**src/rtl/relay_bank_ctrl.sv**
```systemverilog
// Multi-channel relay controller: each channel is a hysteresis comparator or a timed toggle,
// every contact change passes a fixed settle interval, completions are reported one per cycle.
module relay_bank_ctrl #(
    parameter int unsigned CH     = 4,
    parameter int unsigned W      = 12,
    parameter int unsigned TW     = 16,
    parameter int unsigned SETTLE = 8
) (
    input  logic            clk,
    input  logic            rst,
    input  logic            sample_valid,
    input  logic [CH*W-1:0] sample,
    input  logic            cfg_we,
    input  logic [3:0]      cfg_ch,
    input  logic            cfg_mode,
    input  logic [W-1:0]    cfg_vt,
    input  logic [W-1:0]    cfg_vh,
    input  logic [TW-1:0]   cfg_time,
    input  logic            cfg_init,
    output logic [CH-1:0]   closed,
    output logic [CH-1:0]   busy,
    output logic            event_valid,
    output logic [3:0]      event_ch,
    output logic            event_closed
);
    localparam int unsigned CW = (SETTLE > 1) ? $clog2(SETTLE) : 1;
    localparam int unsigned XW = W + 2;

    typedef enum logic [1:0] {ST_OPEN, ST_CLOSING, ST_CLOSED, ST_OPENING} state_t;

    state_t               state  [CH];
    logic [CW-1:0]        cnt    [CH];
    logic [TW-1:0]        timer  [CH];
    logic                 mode   [CH];
    logic [W-1:0]         vt     [CH];
    logic [W-1:0]         vh     [CH];
    logic [TW-1:0]        period [CH];
    logic [CH-1:0]        pending;

    logic signed [XW-1:0] smp_x  [CH];
    logic signed [XW-1:0] vt_x   [CH];
    logic signed [XW-1:0] vh_x   [CH];
    logic signed [XW-1:0] thr_hi [CH];
    logic signed [XW-1:0] thr_lo [CH];
    logic [CH-1:0]        wr_hit;
    logic [CH-1:0]        tick;
    logic [CH-1:0]        start;
    logic [CH-1:0]        done;
    logic [CH-1:0]        ev_mask;
    logic                 ev_hit;
    logic                 ev_cl;
    logic [3:0]           ev_idx;

    // Per-channel thresholds (widened so vt +/- vh cannot wrap), timer tick and start/finish
    always_comb begin
        wr_hit = '0;
        tick   = '0;
        start  = '0;
        done   = '0;
        for (int i = 0; i < int'(CH); i++) begin
            smp_x[i]  = {{2{sample[i*W+W-1]}}, sample[i*W +: W]};
            vt_x[i]   = {{2{vt[i][W-1]}}, vt[i]};
            vh_x[i]   = vh[i][W-1] ? '0 : {2'b00, vh[i]};
            thr_hi[i] = vt_x[i] + vh_x[i];
            thr_lo[i] = vt_x[i] - vh_x[i];
            wr_hit[i] = cfg_we && (cfg_ch == 4'(i));
            tick[i]   = mode[i] && (period[i] != '0) && (timer[i] == period[i] - TW'(1));
            done[i]   = ((state[i] == ST_CLOSING) || (state[i] == ST_OPENING)) && (cnt[i] == '0);
            if (state[i] == ST_OPEN)
                start[i] = mode[i] ? tick[i] : (sample_valid && (smp_x[i] > thr_hi[i]));
            else if (state[i] == ST_CLOSED)
                start[i] = mode[i] ? tick[i] : (sample_valid && (smp_x[i] < thr_lo[i]));
        end
    end

    // Lowest-index pending channel; a channel being rewritten this cycle is not reported
    always_comb begin
        ev_hit  = 1'b0;
        ev_idx  = '0;
        ev_cl   = 1'b0;
        ev_mask = '0;
        for (int i = int'(CH) - 1; i >= 0; i--) begin
            if (pending[i] && !wr_hit[i]) begin
                ev_hit     = 1'b1;
                ev_idx     = 4'(i);
                ev_cl      = closed[i];
                ev_mask    = '0;
                ev_mask[i] = 1'b1;
            end
        end
    end

    always_ff @(posedge clk or posedge rst) begin
        if (rst) begin
            for (int i = 0; i < int'(CH); i++) begin
                state[i]  <= ST_OPEN;
                cnt[i]    <= '0;
                timer[i]  <= '0;
                mode[i]   <= 1'b0;
                vt[i]     <= '0;
                vh[i]     <= '0;
                period[i] <= '0;
            end
            closed       <= '0;
            busy         <= '0;
            pending      <= '0;
            event_valid  <= 1'b0;
            event_ch     <= '0;
            event_closed <= 1'b0;
        end else begin
            event_valid <= ev_hit;
            if (ev_hit) begin
                event_ch     <= ev_idx;
                event_closed <= ev_cl;
            end
            // New completions beat the serve-clear; a config write beats both
            pending <= ((pending & ~ev_mask) | done) & ~wr_hit;
            for (int i = 0; i < int'(CH); i++) begin
                if (wr_hit[i]) begin
                    mode[i]   <= cfg_mode;
                    vt[i]     <= cfg_vt;
                    vh[i]     <= cfg_vh;
                    period[i] <= cfg_time;
                    timer[i]  <= '0;
                    cnt[i]    <= '0;
                    state[i]  <= cfg_init ? ST_CLOSED : ST_OPEN;
                    closed[i] <= cfg_init;
                    busy[i]   <= 1'b0;
                end else begin
                    if (mode[i] && (period[i] != '0))
                        timer[i] <= tick[i] ? '0 : timer[i] + TW'(1);
                    else
                        timer[i] <= '0;
                    if (start[i]) begin
                        state[i] <= (state[i] == ST_OPEN) ? ST_CLOSING : ST_OPENING;
                        cnt[i]   <= CW'(SETTLE - 1);
                        busy[i]  <= 1'b1;
                    end else if (done[i]) begin
                        state[i]  <= (state[i] == ST_CLOSING) ? ST_CLOSED : ST_OPEN;
                        closed[i] <= (state[i] == ST_CLOSING);
                        busy[i]   <= 1'b0;
                    end else if (busy[i]) begin
                        cnt[i] <= cnt[i] - CW'(1);
                    end
                end
            end
        end
    end
endmodule
```
**config.mk**
```make
export PLATFORM = sky130hd
export DESIGN_NAME = relay_bank_ctrl
export DESIGN_NICKNAME = d
export VERILOG_FILES = /design/src/rtl/relay_bank_ctrl.sv
export SDC_FILE = /design/constraint.sdc
export NUM_CORES = 1
export LEC_CHECK = 0
export ABC_CLOCK_PERIOD_IN_PS = 10700
export CAP_MARGIN = 20
export CORE_ASPECT_RATIO = 1.4
export CORE_UTILIZATION = 28
export CTS_CLUSTER_DIAMETER = 50
export DETAILED_ROUTE_END_ITERATION = 12
export GPL_TIMING_DRIVEN = 0
export PLACE_DENSITY = 0.47
export SYNTH_ARGS = -nofsm -noshare
export SYNTH_HDL_FRONTEND = slang
export SYNTH_SLANG_ARGS = --single-unit
```
**constraint.sdc**
```tcl
create_clock -name clk -period 10.7 [get_ports clk]
set_input_delay 1.605 -clock clk [delete_from_list [all_inputs] [get_ports clk]]
set_output_delay 1.605 -clock clk [all_outputs]
set_load 0.01 [all_outputs]
```
==> metrics list <==
- In the synthesized netlist, the number of instances is 2,225.
- Worst setup path category: flip-flop to flip-flop
* Number of instances resized during post-cts repair: 0
- Top post-synthesis cells by area: dfrtp_1, ha_1, nand2_1, xnor2_1, xor2_1
- Count of unresolved DRC violations after routing: 0
* Crit. End Element: flip-flop
- Design internal power: 2840 µW
- Worst IR drop on VDD: approximately 0.0001 V
- The worst register-to-register path ends at cnt[10].
- Of all nets on the critical path, the largest fanout is 10.
- Combined buffer and inverter count along the critical path: 2
- Post-placement cell area: 21,500 µm²
- Setup repair after global routing left no endpoint under its margin.
* Worst slew slack as a fraction of its limit: 0.451
* Count of cell types in the netlist: 82
* Crit path top cell by count: a21oi_1
- The first TritonRoute pass finished after 7 iterations.
- After synthesis, the mean cell area works out to 8.64 µm².
- The final route contains 15,887 vias.
- Top Ports: 112
- The initial utilization of the core area, before any placement, comes to 0.283.
* Critical path launch point type: flip-flop
* Arrival time reported for the critical path endpoint: 5.51 ns
* Ys Warns: 0
* Library cell with the largest summed area after synthesis: dfrtp_1
* Per-cell via count in the routed design: 4.88
* Clock tree from TritonCTS: done
- Counting flops with an async set or reset pin after synthesis yields a share of 1.00.
- The longest clock path from root to sink contains 3 buffers.
* Drt initial violations: 830
- The first global-routing pass estimated ~89,000 µm of wire.
- The share of total power dissipated in sequential elements is 0.301.
- The number of cells on the worst reg-to-reg path is 22.
* Total grt overflow: 0
- Hold Path Stages: 2
- In this run, synthesis produced a sequential element count of 260.
- Clock latency on the worst-skew pair, taken at its later pin, is around 0.52 ns.
- Compared with the post-synthesis result, the final layout area differs by 17.2%.
* Horiz. Die Dim: 223 µm
* HPWL after detailed placement: between 40,000 and 50,000 µm
* Shortest clock period the worst path allows after layout: between 5 and 6 ns
- At the end of routability-driven placement, the weighted congestion stood at 0.846.
* Largest net degree at the start of global routing: 96
- Post-Layout Cell Count: 3,254
* H-Tree Depth: 2
- Startpoint of the worst register-to-register path: vh[47]
- Area of all placed cells without fillers: 22,500 µm²
- At the pin with the least slew margin, the transition time is slightly above 0.8 ns.
- For this design the total switching power over the nets is 1850 µW.
- In the global route stage, overall resource usage came out at 0.163.
* Number of sinks driven by the clock tree: 260
- The signal on the critical path passes through clkbuf_1, nor2b_1, ha_1, inv_1, fa_1, o21bai_1, a21oi_1, o21bai_1, a21oi_1, o31ai_1, a21oi_1, o21ai_0, xor2_1, ha_1, and4_1, nand3_1, a21oi_1, a2111oi_0, mux2i_1, a31oi_1, o21a_1, a21oi_1.
- In this run, synthesis inferred 0 flip-flops with an integrated enable.
- Antenna diodes: 0
- The floorplan has 113 rows.
* Setup Skew: 0.0194 ns
- Number of hold buffers added after cts: 0
- Max-cap violations in this run came to 0.
- TritonCTS created 34 clock buffers.
- The worst hold path terminates at vh[29].
- The via count of the first global-routing pass came to 16,331.
* Area of the mapped netlist: 19,200 µm²
* Die area: 69,700 µm²
* Worst-case register-to-register setup slack: 5.57 ns
- Of the total power, the clock network draws 0.232.
- Of the cells placed in the final design, the portion with a size suffix greater than 1 is 0.0577.
- Setup violations remaining at the end of the flow were counted as 0.
* Switching share of power: 0.395
* Number of failing hold endpoints at the final stage: 0
* Nets@finish: 2,693
- Portion of synthesized cell area occupied by the leading cell type: 0.339
- In this run, placement finished with an instance count of 3,200.
- Cell area power density: between 200 and 250 nW/µm²
* Primary flip-flop cell chosen by synthesis mapping: dfrtp_1
- Clock-pin slew was measured on the worst setup and hold paths at 0.06 ns.
- Leakage component of the power: approximately 0.010 µW
- Crit path max-delay family: compound AO/OA/AOI/OAI gates
- On the critical path, the stage with the largest delay is an instance of a2111oi_0.
* Highest clock frequency the design can meet: 0.195 GHz
- Worst min path class: flip-flop to flip-flop
* Final Cycle Share: 0.479
* Clock Tree Root: clkbuf_16
- In this design, the stage delay of the slowest critical-path cell is 0.47 ns.
* Antenna violations before repair: 2
* Data required time of the worst path: 11.08 ns
- The region available for standard cell placement spans 67,900 µm².
- Counting the fill cells in the layout gives 7,158.
- Sequential cell area fraction in the yosys report: 0.339
- The flow ran to the end, and the final reports show no timing, DRC or antenna violations.
- Input/output buffers: 109
* Antenna-violating nets left: 0
- The die is 312 µm tall.
- After detailed routing, the average wire length per cell comes to 17.5 µm.
* Max-slew violations: 0
- For this block, the routed nets add up to between 50,000 and 60,000 µm of wire.
* Power share of the combinational group: 0.466
- The worst hold path begins at vh[29].
- Total Power Consumption: 4690 µW
- The number of setup buffers added after CTS is 0.
-- stage by stage --
step	hold slack [ns]	setup slack, ns	TNS, ns	utilization
finish	0.477	5.57	0	0.332
global route	0.497	5.14	0	0.332
CTS	0.479	5.57	0	0.332
detailed placement	0.465	5.61	0	0.316
global placement	0.458	-1.65	-420.69	0.315
floorplan	0.438	1.94	0	-
-- tightest hold or removal path, delay by kind of cell, from the launching register on --
family           cells  cell delay, ns
and+or+nand+nor      2            0.10
DFF                  1            0.34
-- sequential cells by signal, summed over array words and instances, names as in the netlist --
register      flops
closed            4
cnt              12
event_ch          2
event_closed      1
event_valid       1
mode              4
pending           4
period           64
state             8
timer            64
vh               48
vt               48
-- synth_stat cells, types with 29 or more instances --
library cell  instances
nand2_1             412
dfrtp_1             260
ha_1                213
nor2_1              150
inv_1               130
xnor2_1             114
a21oi_1             111
xor2_1               90
nand3_1              77
o21ai_0              69
nand2b_1             61
clkbuf_1             56
mux2_2               44
nor2b_1              41
nor3_1               41
a21o_1               29
-- metal layers --
layer  wire (µm)  vias to the layer above  global-route usage  share of wire
met5           0                        -                   0              0
met4        2120                        0              0.0618          0.037
met3        1870                       97              0.0180          0.033
met2       28500                      287               0.296           0.50
met1       24300                     7630               0.196           0.43
li1            -                     7873                   -              -
-- power groups by stage --
stage / registers (µW) / clock network (µW) / logic, µW
floorplan: 1350 / 0 / 1640
global placement: 1430 / 0 / 2130
detailed placement: 1440 / 0 / 2200
CTS: 1420 / 1120 / 2220
global route: 1450 / 1160 / 2490
finish: 1410 / 1090 / 2190
-- cell type report --
class | count | area [µm²] | area share
buffer | 73 | 315 | 0.0140
clock buffer | 45 | 963 | 0.0428
clock inverter | 9 | 92.6 | 0.00411
inverter | 130 | 495 | 0.0220
multi-input combinational | 1763 | 11900 | 0.529
sequential | 260 | 6510 | 0.289
tap | 862 | 1080 | 0.0479
timing repair buffer | 112 | 1150 | 0.0511
-- kinds of logic after synthesis --
logic type               synth area share
other                            0.000195
AND/OR/NAND/NOR                     0.225
AO/OA/AOI/OAI                       0.126
flip-flops                          0.339
XOR/XNOR                           0.0930
adder cells (fa/ha/maj)             0.147
buffers and inverters              0.0418
multiplexers                       0.0284
-- cell usage in the layout, fill, tap and decap left out, types with 6 or more instances in the layout --
master and instances:
inv_1 129, a41oi_1 7, nand3b_1 10, a211oi_1 17, mux2_2 44, nor4b_1 6, xnor2_1 114, buf_4 8
ha_1 213, nand3_1 77, and2_1 12, a21boi_0 9, or2_2 10, o21bai_1 19, clkbuf_16 35, or4_1 7
and3_1 24, fa_1 8, clkbuf_1 61, dfrtp_1 260, nor2b_1 41, a31oi_1 10, nor3_1 41, o211ai_1 18
or3_1 16, nand2b_1 61, o31ai_1 6, nor4_1 10, nand2_1 412, a21o_1 29, clkdlybuf4s50_1 109, nand4_1 11
nor2_1 150, o21ai_0 69, o41ai_1 6, o21a_1 16, a21oi_1 111, xor2_1 90
-- worst max path at each step --
stage | from | end | slack [ns] | depth (start not counted)
floorplan | rst | closed[0] | 1.94 | 1
global placement | rst | vt[23] | -1.65 | 2
detailed placement | vh[47] | cnt[10] | 5.61 | 22
CTS | vh[47] | cnt[10] | 5.57 | 22
global route | vh[47] | cnt[10] | 5.14 | 22
finish | vh[47] | cnt[10] | 5.57 | 22
(Power assumes the default switching activity.)
